<file path="config.mk">
export PLATFORM = sky130hd
export DESIGN_NAME = cache_arbiter_rr
export DESIGN_NICKNAME = d
export VERILOG_FILES = /design/src/rtl/cache_arbiter_rr.sv
export SDC_FILE = /design/constraint.sdc
export NUM_CORES = 1
export LEC_CHECK = 0
export CORE_AREA = 2 2 275 277
export DETAILED_ROUTE_END_ITERATION = 8
export DIE_AREA = 0 0 277 279
export PLACE_DENSITY_LB_ADDON = 0.3
export SLEW_MARGIN = 20
export SYNTH_ARGS = -nofsm -noshare
export SYNTH_HDL_FRONTEND = slang
export SYNTH_SLANG_ARGS = --single-unit
</file>
<file path="constraint.sdc">
create_clock -name clk -period 2.4 [get_ports clk]
set_input_delay 0.72 -clock clk [delete_from_list [all_inputs] [get_ports clk]]
set_output_delay 0.72 -clock clk [all_outputs]
set_load 0.005 [all_outputs]
</file>
<file path="src/rtl/cache_arbiter_rr.sv">
// Arbitrates line read/write requests from several L1 ports onto one downstream memory port.
// One transaction at a time: IDLE picks a port, BUSY waits for pmem_resp, RECOVER gives the port a cycle to drop its request.
module cache_arbiter_rr #(
    parameter int NUM_PORTS  = 2,
    parameter int ADDR_WIDTH = 16,
    parameter int LINE_WIDTH = 128,
    parameter int RR_MODE    = 1
) (
    input  logic                             clk,
    input  logic                             reset_n,
    input  logic [NUM_PORTS-1:0]             port_read,
    input  logic [NUM_PORTS-1:0]             port_write,
    input  logic [NUM_PORTS*ADDR_WIDTH-1:0]  port_address,
    input  logic [NUM_PORTS*LINE_WIDTH-1:0]  port_wdata,
    output logic [NUM_PORTS-1:0]             port_resp,
    output logic [LINE_WIDTH-1:0]            port_rdata,
    output logic                             pmem_read,
    output logic                             pmem_write,
    output logic [ADDR_WIDTH-1:0]            pmem_address,
    output logic [LINE_WIDTH-1:0]            pmem_wdata,
    input  logic                             pmem_resp,
    input  logic [LINE_WIDTH-1:0]            pmem_rdata
);

    localparam int PTR_WIDTH = (NUM_PORTS > 1) ? $clog2(NUM_PORTS) : 1;

    typedef enum logic [1:0] {
        IDLE,
        BUSY,
        RECOVER
    } state_t;

    state_t                state;
    state_t                next_state;

    logic [NUM_PORTS-1:0]  grant;
    logic                  op_write;
    logic [ADDR_WIDTH-1:0] addr_q;
    logic [LINE_WIDTH-1:0] wdata_q;
    logic [PTR_WIDTH-1:0]  rr_ptr;

    logic [NUM_PORTS-1:0]  port_req;
    logic                  any_req;
    logic [PTR_WIDTH:0]    scan_idx;
    logic [PTR_WIDTH:0]    next_ptr_w;
    logic [PTR_WIDTH-1:0]  sel_idx;
    logic [PTR_WIDTH-1:0]  sel_next_ptr;
    logic [NUM_PORTS-1:0]  sel_onehot;
    logic                  sel_write;
    logic [ADDR_WIDTH-1:0] sel_addr;
    logic [LINE_WIDTH-1:0] sel_wdata;

    assign port_req = port_read | port_write;
    assign any_req  = |port_req;

    // Scanning offsets from high to low lets the hit closest to rr_ptr (in wrap order) win last.
    always_comb begin
        sel_idx      = '0;
        scan_idx     = '0;
        next_ptr_w   = '0;
        sel_next_ptr = '0;
        if (RR_MODE != 0) begin
            for (int k = NUM_PORTS - 1; k >= 0; k--) begin
                scan_idx = {1'b0, rr_ptr} + (PTR_WIDTH+1)'(k);
                if (scan_idx >= (PTR_WIDTH+1)'(NUM_PORTS)) begin
                    scan_idx = scan_idx - (PTR_WIDTH+1)'(NUM_PORTS);
                end
                if (port_req[scan_idx[PTR_WIDTH-1:0]]) begin
                    sel_idx = scan_idx[PTR_WIDTH-1:0];
                end
            end
        end else begin
            for (int i = 0; i < NUM_PORTS; i++) begin
                if (port_req[i]) begin
                    sel_idx = PTR_WIDTH'(i);
                end
            end
        end
        next_ptr_w = {1'b0, sel_idx} + (PTR_WIDTH+1)'(1);
        if (next_ptr_w < (PTR_WIDTH+1)'(NUM_PORTS)) begin
            sel_next_ptr = next_ptr_w[PTR_WIDTH-1:0];
        end
    end

    always_comb begin
        sel_onehot = '0;
        sel_write  = 1'b0;
        sel_addr   = '0;
        sel_wdata  = '0;
        for (int i = 0; i < NUM_PORTS; i++) begin
            if (sel_idx == PTR_WIDTH'(i)) begin
                sel_onehot[i] = 1'b1;
                sel_write     = port_write[i];
                sel_addr      = port_address[i*ADDR_WIDTH +: ADDR_WIDTH];
                sel_wdata     = port_wdata[i*LINE_WIDTH +: LINE_WIDTH];
            end
        end
    end

    always_ff @(posedge clk or negedge reset_n) begin
        if (!reset_n) begin
            state <= IDLE;
        end else begin
            state <= next_state;
        end
    end

    always_comb begin
        next_state = state;
        case (state)
            IDLE:    if (any_req)   next_state = BUSY;
            BUSY:    if (pmem_resp) next_state = RECOVER;
            RECOVER: next_state = IDLE;
            default: next_state = IDLE;
        endcase
    end

    // The winning request is captured whole, so port inputs are don't-care until the next IDLE.
    always_ff @(posedge clk or negedge reset_n) begin
        if (!reset_n) begin
            grant    <= '0;
            op_write <= 1'b0;
            addr_q   <= '0;
            wdata_q  <= '0;
            rr_ptr   <= '0;
        end else if (state == IDLE && any_req) begin
            grant    <= sel_onehot;
            op_write <= sel_write;
            addr_q   <= sel_addr;
            wdata_q  <= sel_wdata;
            if (RR_MODE != 0) begin
                rr_ptr <= sel_next_ptr;
            end
        end
    end

    always_comb begin
        pmem_read  = 1'b0;
        pmem_write = 1'b0;
        port_resp  = '0;
        if (state == BUSY) begin
            pmem_read  = !op_write;
            pmem_write = op_write;
            if (pmem_resp) begin
                port_resp = grant;
            end
        end
    end

    assign pmem_address = addr_q;
    assign pmem_wdata   = wdata_q;
    assign port_rdata   = pmem_rdata;

endmodule

</file>
* After elaboration in Yosys (flattened, before gate mapping) *
Index checks and enable logic that the tools add are counted.

operators by class
  $add $sub $neg = 4
  multiply operators = 0
  divide/modulo/power cells = 0
  magnitude comparators = 5
  equality and inequality tests = 3
  shift-type cells = 0
  multiplexer cells = 21
  bitwise operators = 1
  reduce and logical (&&, ||, !) cells = 5

operator list
  cell                                                                           count
  128-bit 2-to-1 mux                                                             1
  16-bit 2-to-1 mux                                                              1
  1-bit 2-to-1 mux                                                               14
  2-bit 2-to-1 mux                                                               4
  1-bit by 1-bit adder with 2-bit output (second input constant)                 2
  1-bit by 2-bit less-than comparator with 1-bit output (second input constant)  2
  2-bit != test (second input constant)                                          2
  2-bit case mux with 2 select lines                                             1
  2-bit by 1-bit == test with 1-bit output (second input constant)               1
  1-bit by 2-bit >= comparator with 1-bit output (second input constant)         1
  2-bit >= comparator (second input constant)                                    1
  2-bit zero test                                                                1
  2-bit less-than comparator (second input constant)                             1
  2-bit OR                                                                       1
  2-bit AND reduction                                                            1
  2-bit OR reduction                                                             1
  1-bit subtractor (second input constant)                                       2
  1-bit logical AND                                                              1
  1-bit zero test                                                                1

word-level totals
  register bits = 150
  latch bits = 0
  memory bits (writable) = 0
  bits in read-only memories = 0
  input port bits = 423
  output and inout port bits = 276
  memories = 0

* Longest topological paths before layout *
Gate-level depths: netlist of the first run.

  depth after elaboration = 10
  depth in mapped cells = 6
  gate-level depth less buffers = 3

* Least setup slack after synthesis of the first run *
Ideal clock, no wire load.

  path kind = input port to flip-flop
  from = input port port_write[1]
  to = register wdata_q[61] (netlist: pmem_wdata[61])
  setup time = 0.141 ns
  arrival = 1.731 ns
  data required time = 2.259 ns
  path slack = 0.528 ns
  stages = 5
  buffers on the path = 2
  path through = or4_4 -> clkbuf_8 -> buf_8 -> a21oi_1 -> a31oi_1

on the way
  cells in the longest elaborated chain, start to end = 6
  elaborated cells on any way between the ends = 10
  classes of those cells = mux (7); bitwise (1); reduce/logical (2)

ends and longest elaborated chain
  item                                                 line  text
  start: declaration                                   12    input logic [NUM_PORTS-1:0] port_write,
  2-bit OR *                                           53    assign port_req = port_read | port_write;
  1-bit 2-to-1 mux (implied by the code) (2 in a row)  68    if (port_req[scan_idx[PTR_WIDTH-1:0]]) begin
  1-bit 2-to-1 mux (2 in a row)                        68
  128-bit 2-to-1 mux                                   91    if (sel_idx == PTR_WIDTH'(i)) begin
  end signal: assignment                               130   wdata_q <= sel_wdata;
  end: declaration                                     39    logic [LINE_WIDTH-1:0] wdata_q;

Every way passes the cells marked *; elsewhere a longest branch is shown, timed or not. The select of a mux whose other input is x is not followed.
A chain may end at the register's enable or synchronous reset.

* Worst setup path in the final report of the first run *
  from = register state[1]
  to = output port port_resp[0]

on the way
  cells in the longest elaborated chain, start to end = 2

ends and longest elaborated chain
  item                                      line  text
  start: declaration                        33    state_t state;
  start signal: assignment                  104   state <= next_state;
  2-bit by 1-bit == test with 1-bit output  141   if (state == BUSY) begin
  2-bit 2-to-1 mux                          141
  end: declaration                          15    output logic [NUM_PORTS-1:0] port_resp,

No other way between the ends.

==> reports/metrics.yaml, run 1 <==
place.gp.congestion: 0.756
cts_tree: "built"
combPwrFrac_pct: 52.5
insertion_delay_ns: 0.48
placed_area_um2: 14100
cts_hold_buf: 0
io_pins: 699
path_delay_family: "flip-flops"
postRouteAntennaNets: 0
clk_pin_slew_worst_paths_ns: 0.07
root_buffer: "clkbuf_16"
synth-seq-cells: 149
drc: 0
drv_cap: 0
firstDrtPassIters: 5
critPathLaunchType: "flip-flop"
final_area_um2: 14800
status: "completed"
fmax_ghz: 0.434
die_h_um: 279
switching_share_pct: 36.9
htree_levels: 4
yosysUniqueCellTypes: 27
critPathMaxStageDelay_ns: 0.43
peakVddDrop_mv: 0.495
finalWirelength_um: 41800
slew_headroom_pct: 60.9
synthCells: 990
crit_end: "port_resp[0]"
drv_slew: 0
p_sw_mw: 5.96
synth_area_um2: 8890
synth_ff_type: "dfrtp_1"
track_usage_pct: 10.7
rr_worst_depth: 5
dp_hpwl_um: 30900
ys.warnings.count: 0
dieArea_um2: 77300
grt_pass1_wl_um: 62200
drt-initial-drc-count: 505
avgRoutedWirePerCell_um: 18.2
initial_core_util_pct: 12.0
finalCritPeriodShare_pct: 96.0
cp.arrival_ns: 1.58
num-fill-cells: 8149
power_density_nw_per_um2: 1100
whs_ns: 0.221
synth-async-reset-ratio_pct: 100
power_mw: 16.2
rsz0062_at_grt: "no"
yosysMostFrequentCell: "dfrtp_1"
core_um2: 74100
rows: 100
r2r_end: "grant[1]$_DFFE_PN0P_"
min_period_ns: 2.30
worstPathMaxFanout: 3
area_growth_pct: 66.0
regArea_um2: 3730
routed_via_density: 3.97
multi_input_area_um2: 3630
synthTopCellsByCount: "dfrtp_1 (149), a21oi_1 (147), o21ai_0 (146), a31oi_1 (144), nand3b_1 (144)"
hp-class: "input pin to asynchronous set/reset pin"
synth_area_leader_cell: "dfrtp_1"
critPathLaunch: "state[1]$_DFFE_PN0P_"
finish.utilization_pct: 19.9
synth_edf_count: 0
leakage_nw: 5.28
antenna_found_initial: 6
yosysSeqAreaShare_pct: 41.9
synth_top_area_share_pct: 41.9
synth_area_leaders: "dfrtp_1 (42%), nand3b_1 (12%), buf_4 (11%)"
drive_gt1_share_pct: 10.8
diodes: 0
worst_slew_pin_slew_ns: 0.586
cts_buffers: 17
cts.path.max_buffers: 2
overflow: 0
timing.rr.start: "state[1]$_DFFE_PN0P_"
cp.required_ns: 1.68
clock_power_share_pct: 19.1
final.setup_skew_ns: 0.0117
finalHoldViolCount: 0
cp_slowest_cell: "dfrtp_2"
num_vias: 9098
reg2reg_slack_ns: 0.66
path_class: "flip-flop to primary output"
grt_pass1_vias: 9591
synth_area_per_cell_um2: 8.98
cellInternalPower_mw: 10.2
die_w_um: 277
cp-end-kind: "primary output"
cts.sink_count: 149
syn_nets: 1413
portBuffers: 442
final-setup-viol-count: 0
fin_nets: 1734
seqPwrFrac_pct: 28.4
crit_chain: "nor2b_4 -> buf_4 -> and3_4 -> dlygate4sd2_1"
worst-path-buf-inv: 2
grt_start_max_net_pins: 78
path_depth: 4
[logic make-up after synthesis]
kind of cell / share of synthesized area (%)
buf+inv: 17.7
mux: 0.127
compound gates: 26.9
simple gates: 13.3
flops: 41.9
[registers in the layout, summed over array words and instances, names as in the netlist]
| signal | cells |
|---|---|
| grant | 2 |
| pmem_address | 16 |
| state | 2 |
| pmem_wdata | 128 |
| op_write | 1 |
[through the flow]
stage,std cells,setup TNS [ns],setup WS [ns]
floorplan,990,0,0.528
global placement,2257,-4.52,-0.316
detailed placement,2257,-10.78,-0.322
CTS,2293,0,0.0102
global route,2293,0,0.00906
finish,2293,0,0.0964
[metal layers]
layer | vias up | part of all wire (%) | global-route usage (%)
li1 | 4155 | - | -
met1 | 4367 | 41 | 12.6
met2 | 455 | 46 | 17.0
met3 | 115 | 8.9 | 4.15
met4 | 6 | 3.8 | 5.42
met5 | - | 0.084 | 0
[what timing repair did]
action	CTS	global route
endpoints found under the hold margin	0	0
buffers inserted	4	0
gates resized for setup	9	0
setup endpoints to repair	4	0
[placed cells by master, fill, tap and decap left out, types with 2 or more instances in the layout]
cell type	n
clkbuf_16	17
nor2_4	3
inv_6	2
nor2_1	2
dfrtp_1	148
and2_1	2
nand3b_1	144
clkdlybuf4s50_1	436
nand2_1	2
dlygate4sd2_1	5
a31oi_1	144
buf_12	31
a21oi_1	147
clkinvlp_4	3
o21ai_0	146
clkinv_4	2
bufinv_16	4
clkinv_2	2
buf_4	68
[how the worst min path moves through the flow]
stage / start / endpoint / slack, ns
2_1_floorplan: reset_n / grant[0]$_DFFE_PN0P_ / 0.42
3_3_place_gp: grant[1]$_DFFE_PN0P_ / grant[1]$_DFFE_PN0P_ / 0.49
3_5_place_dp: grant[1]$_DFFE_PN0P_ / grant[1]$_DFFE_PN0P_ / 0.50
4_1_cts: reset_n / pmem_wdata[5]$_DFFE_PN0P_ / 0.18
5_1_grt: reset_n / pmem_wdata[5]$_DFFE_PN0P_ / 0.21
6_report: reset_n / pmem_wdata[5]$_DFFE_PN0P_ / 0.22
[power by group through the flow]
stage	sequential [mW]	combinational, mW	clock (mW)
finish	4.59	8.49	3.08
global route	4.76	9.29	3.32
CTS	4.61	8.64	3.24
detailed placement	4.63	8.59	0
global placement	4.63	8.54	0
floorplan	4.61	3.41	0
[final cells by class]
class,count,share of cell area [%]
Clock inverter,14,1.35
Multi-Input combinational cell,602,24.6
Tap cell,969,8.21
Clock buffer,18,2.97
Sequential cell,149,25.3
Timing Repair Buffer,541,37.6
(Power assumes the default switching activity.)
==> inputs of run 2 (changes only) <==
--- a/config.mk
+++ b/config.mk
@@ -9,7 +9,6 @@
 export DETAILED_ROUTE_END_ITERATION = 8
 export DIE_AREA = 0 0 277 279
 export PLACE_DENSITY_LB_ADDON = 0.3
-export SLEW_MARGIN = 20
 export SYNTH_ARGS = -nofsm -noshare
 export SYNTH_HDL_FRONTEND = slang
 export SYNTH_SLANG_ARGS = --single-unit
==> results of run 2 <==
Same layout as run 1: the final DEF is identical, and so are final timing and power.
==> inputs of run 3 (changes only) <==
==> constraint.sdc (replaced) <==
create_clock -name clk -period 2.65 [get_ports clk]
set_input_delay 0.795 -clock clk [delete_from_list [all_inputs] [get_ports clk]]
set_output_delay 0.795 -clock clk [all_outputs]
set_load 0.005 [all_outputs]
==> run 3 against run 2 <==
Compared with the run above: via count shrank 0.38%; power shrank 12%; final cell count fell by 1.1%; sequential share of layout area up 0.46 points; sequential power decreased by 9.2%; routed wire length up 1.2%; critical path depth decreased by 1; first-iteration DRC count shrank 5.9%; die area did not move; critical endpoint unchanged; critical path type is now input pin to primary output; combinational power shrank 11%.
==> reports/metrics.yaml, run 3 (synthesized netlist as in run 1, its figures left out) <==
status: "completed"  # unchanged
final_area_um2: 14500  # was 14800 µm²
cp-end-kind: "primary output"  # unchanged
grt_start_max_net_pins: 79  # was 78
drv_slew: 0  # unchanged
cts.sink_count: 149  # unchanged
worst_slew_pin_slew_ns: 0.575  # was 0.586 ns
clk_pin_slew_worst_paths_ns: 0.07  # about the same
setup_ws_ns: 0.0727  # was 0.0964 ns
cp.required_ns: 1.86  # was 1.68 ns
rr_worst_depth: 5  # unchanged
finalWirelength_um: 42300  # was 41800 µm
layout_common_cells: "clkdlybuf4s50_1 (438), dfrtp_1 (148), a21oi_1 (147), o21ai_0 (146)"  # was clkdlybuf4s50_1 (436), dfrtp_1 (148), a21oi_1 (147), o21ai_0 (146)
antenna_found_initial: 8  # was 6
p_sw_mw: 5.34  # was 5.96 mW
postRouteAntennaNets: 0  # unchanged
fmax_ghz: 0.388
dieArea_um2: 77300  # unchanged
critPathMaxStageDelay_ns: 0.50  # was 0.43 ns
min_period_ns: 2.58
firstDrtPassIters: 5  # unchanged
die_h_um: 279  # unchanged
r2r_end: "pmem_address[7]$_DFFE_PN0P_"  # was grant[1]$_DFFE_PN0P_
cts_buffers: 17  # unchanged
io_pins: 699  # unchanged
wl_met2_um: 19500  # was 19200 µm
drive_gt1_share_pct: 8.85  # was 10.8%
path_class: "input pin to primary output"  # was flip-flop to primary output
insertion_delay_ns: 0.46  # was 0.48 ns
combPwrFrac_pct: 52.7  # was 52.5%
dp_hpwl_um: 30400  # was 30900 µm
whs_ns: 0.302  # was 0.221 ns
placed_area_um2: 13900  # was 14100 µm²
routed_via_density: 4.00  # was 3.97
htree_levels: 4  # unchanged
cts_tree: "built"  # unchanged
leakage_nw: 5.13  # was 5.28 nW
root_buffer: "clkbuf_16"  # unchanged
cts_hold_buf: 0  # unchanged
num_vias: 9063  # was 9098
grt_pass1_vias: 9300  # was 9591
finalSetupTns_ns: 0  # unchanged
cellInternalPower_mw: 8.97  # was 10.2 mW
finalCritPeriodShare_pct: 97.3
slew_headroom_pct: 61.7  # was 60.9%
final.setup_skew_ns: 0.00904  # was 0.0117 ns
drc: 0  # unchanged
pre_cts_ws_ns: -0.200  # was -0.322 ns
dr.max_layer_used: "met5"  # unchanged
grt_pass1_wl_um: 62300  # was 62200 µm
largest_reg_flops: 128  # unchanged
mostFrequentLayoutCell: "clkdlybuf4s50_1"  # unchanged
avgRoutedWirePerCell_um: 18.7  # was 18.2 µm
area_growth_pct: 63.1  # was 66.0%
power_density_nw_per_um2: 987  # was 1100 nW/µm²
final-setup-viol-count: 0  # unchanged
switching_share_pct: 37.3  # was 36.9%
peakVddDrop_mv: 0.532  # was 0.495 mV
finalHoldViolCount: 0  # unchanged
drv_cap: 0  # unchanged
crit_chain: "clkdlybuf4s50_1 -> and3_1 -> dlygate4sd2_1"  # was nor2b_4 -> buf_4 -> and3_4 -> dlygate4sd2_1
initial_core_util_pct: 12.0  # unchanged
place.gp.congestion: 0.756  # about the same
diodes: 0  # unchanged
fin_nets: 1710  # was 1734
seqPwrFrac_pct: 29.2  # was 28.4%
portBuffers: 442  # unchanged
wl_met1_um: 17700  # was 17300 µm
track_usage_pct: 10.8  # was 10.7%
critPathLaunchType: "input pin"  # was flip-flop
hp-class: "input pin to asynchronous set/reset pin"  # unchanged
rsz0062_at_grt: "no"  # unchanged
met3_length_um: 3590  # was 3720 µm
die_w_um: 277  # unchanged
core_um2: 74100  # unchanged
worstPathMaxFanout: 3  # unchanged
drt-initial-drc-count: 475  # was 505
reg2reg_slack_ns: 0.96  # was 0.66 ns
cts.path.max_buffers: 2  # unchanged
power_mw: 14.3  # was 16.2 mW
rows: 100  # unchanged
overflow: 0  # unchanged
num-fill-cells: 8226  # was 8149
cp.arrival_ns: 1.78  # was 1.58 ns
timing.rr.start: "state[0]$_DFFE_PN0P_"  # was state[1]$_DFFE_PN0P_
clock_power_share_pct: 18.2  # was 19.1%
cp_slowest_cell: "clkdlybuf4s50_1"  # was dfrtp_2
-- run 3: changes by cell type in the layout (fill, tap and decap cells not counted), moves of 2 or more --
| cell | previous run | this run |
|---|---|---|
| buf_4 | 68 | 47 |
| buf_12 | 31 | 28 |
| clkbuf_1 | 0 | 3 |
| clkbuf_8 | 1 | 4 |
| dlygate4sd2_1 | 5 | 2 |
| bufinv_16 | 4 | 2 |
| clkdlybuf4s50_1 | 436 | 438 |
| clkinvlp_4 | 3 | 1 |
-- run 3: what timing repair did --
item / in CTS / in global routing
resized for setup: 5 / 2
buffers inserted: 0 / 1
setup endpoints to repair: 3 / 2
-- run 3: worst max-delay path: cells and delay by family --
family	cells	cell delay, ns
buffers and inverters	2	0.80
AND/OR/NAND/NOR	1	0.19
-- run 3: how the worst max path moves through the flow --
| stage | depth (start not counted) | from | to | slack [ns] |
|---|---|---|---|---|
| floorplan | 5 | port_write[1] | pmem_wdata[61]$_DFFE_PN0P_ | 0.70 |
| global placement | 3 | pmem_resp | port_resp[0] | -0.20 |
| detailed placement | 3 | pmem_resp | port_resp[0] | -0.20 |
| CTS | 3 | state[0]$_DFFE_PN0P_ | pmem_write | 0.02 |
| global route | 3 | state[0]$_DFFE_PN0P_ | pmem_write | 0.02 |
| finish | 3 | pmem_resp | port_resp[0] | 0.07 |
-- run 3: metrics by stage --
step,util (%),std cells
after floorplan,-,990
after global placement,18.8,2236
after detailed placement,18.8,2236
after CTS,19.6,2267
after global routing,19.6,2268
final,19.6,2268
-- run 3: cell type report --
class | count | area (µm²) | area share (%)
clock buffers | 24 | 492 | 3.39
clock inverters | 7 | 95.1 | 0.656
multi-input cells | 602 | 3630 | 25.0
flip-flops and latches | 149 | 3730 | 25.7
well taps | 969 | 1210 | 8.36
repair buffers | 517 | 5340 | 36.8
-- run 3: power groups by stage --
| stage | sequential, mW | clock [mW] | combinational (mW) |
|---|---|---|---|
| floorplan | 4.17 | 0 | 3.09 |
| global placement | 4.18 | 0 | 7.59 |
| detailed placement | 4.19 | 0 | 7.66 |
| CTS | 4.19 | 2.75 | 7.68 |
| global route | 4.33 | 2.83 | 8.23 |
| finish | 4.17 | 2.60 | 7.53 |
-- run 3: routing by layer --
| metal | vias up | GRT usage, % |
|---|---|---|
| met5 | - | 0 |
| met4 | 12 | 4.96 |
| met3 | 119 | 4.33 |
| met2 | 428 | 17.0 |
| met1 | 4407 | 12.8 |
| li1 | 4097 | - |
==> edit, RTL diff (config.mk and constraints of run 2) <==
Put one more register stage on the output `pmem_address`, cleared by the reset. The value now appears one clock later. The other outputs are not delayed to match.
--- a/src/rtl/cache_arbiter_rr.sv
+++ b/src/rtl/cache_arbiter_rr.sv
@@ -147,7 +147,13 @@
         end
     end
 
-    assign pmem_address = addr_q;
+    always_ff @(posedge clk or negedge reset_n) begin
+        if (!reset_n) begin
+            pmem_address <= '0;
+        end else begin
+            pmem_address <= addr_q;
+        end
+    end
     assign pmem_wdata   = wdata_q;
     assign port_rdata   = pmem_rdata;
 
Behaviour: not the same (a bounded check fails within 4 cycles, from zero or initial values and one cycle with reset_n low).
==> edit against run 2 <==
  * Sequential share of layout area is 2.5 points higher
  * Worst setup slack better by 26 ps
  * Area after synthesis is 4.5% higher
  * Sequential cell count is 16 higher
  * Critical path type unchanged
  * Power is 0.81% higher
  * Cell area is 0.92% higher
  * Highest routed layer unchanged
  * Worst hold slack better by 49 ps
  * Wire length is 10% higher
  * Critical path depth stayed put
==> edit: results (changes against run 2) <==
met2 routed WL=21,700 um (was 19,200 um); Placed Cells=2,260 (was 2,257); drt initial violations=519 (was 505); number of global-route vias before repair=9,406 (was 9,591); status=complete, no violations (unchanged); worst vdd ir=818 uV (was 495 uV); vias per cell=4.02 (was 3.97); multi-input combinational area share=24.4% (was 24.6%); post-CTS setup buffers=3 (was 4); worst-margin pin slew=687 ps (was 586 ps); clk tree area frac=3.93% (was 4.32%); layout cells sized above 1=9.58% (was 10.8%); register area share after synthesis=44.4% (was 41.9%); Non-Clock Buffer Count=527 (was 541); crit path max fanout=4 (was 3); fillers=8,198 (was 8,149); nets=1,736 (was 1,734); Area growth, synth to finish=60.3% (was 66.0%); diode count=1 (was 0); first-pass GRT wire length=67,000 um (was 62,200 um); WP data arrival=1560 ps (was 1580 ps); pin count of the biggest net entering global routing=82 (was 78); met1 usage=14.0% (was 12.6%); Mapped Nets=1,429 (was 1,413); Routed Wire Length=46,200 um (was 41,800 um); DPL Wire Length=33,800 um (was 30,900 um); clock skew=18.6 ps (was 11.7 ps); TritonCTS Sinks=165 (was 149); buffering overhead=35.8% (was 37.6%)
## edit: changes by cell type in the layout (fill, tap and decap cells not counted), sizes merged
cell	before	now
bufinv	4	2
clkbuf	18	20
dfrtp	149	165
diode	0	1
clkinv	4	2
inv	3	5
buf	100	85
## edit: through the flow
step	hold slack, ps	worst slack, ps	TNS [ps]	util (%)
after global placement	359	-256	-11000	19.3
final	270	123	0	20.1
after detailed placement	362	-236	-13970	19.3
after global routing	270	40.5	0	20.1
after CTS	270	58.9	0	20.1
after floorplan	354	528	0	-
## edit: power by group
| part | total, mW | internal (mW) | switching [mW] | leakage [nW] |
|---|---|---|---|---|
| combinational | 8.33 | 4.42 | 3.91 | 3.20 |
| clock | 2.92 | 1.57 | 1.34 | 0.279 |
| sequential | 5.05 | 4.23 | 0.822 | 1.85 |
## edit: logic make-up after synthesis
logic type,after synthesis,synth area share [%]
compound gates,440,25.7
buf+inv,239,17.0
flops,165,44.4
mux,1,0.121
simple gates,161,12.7
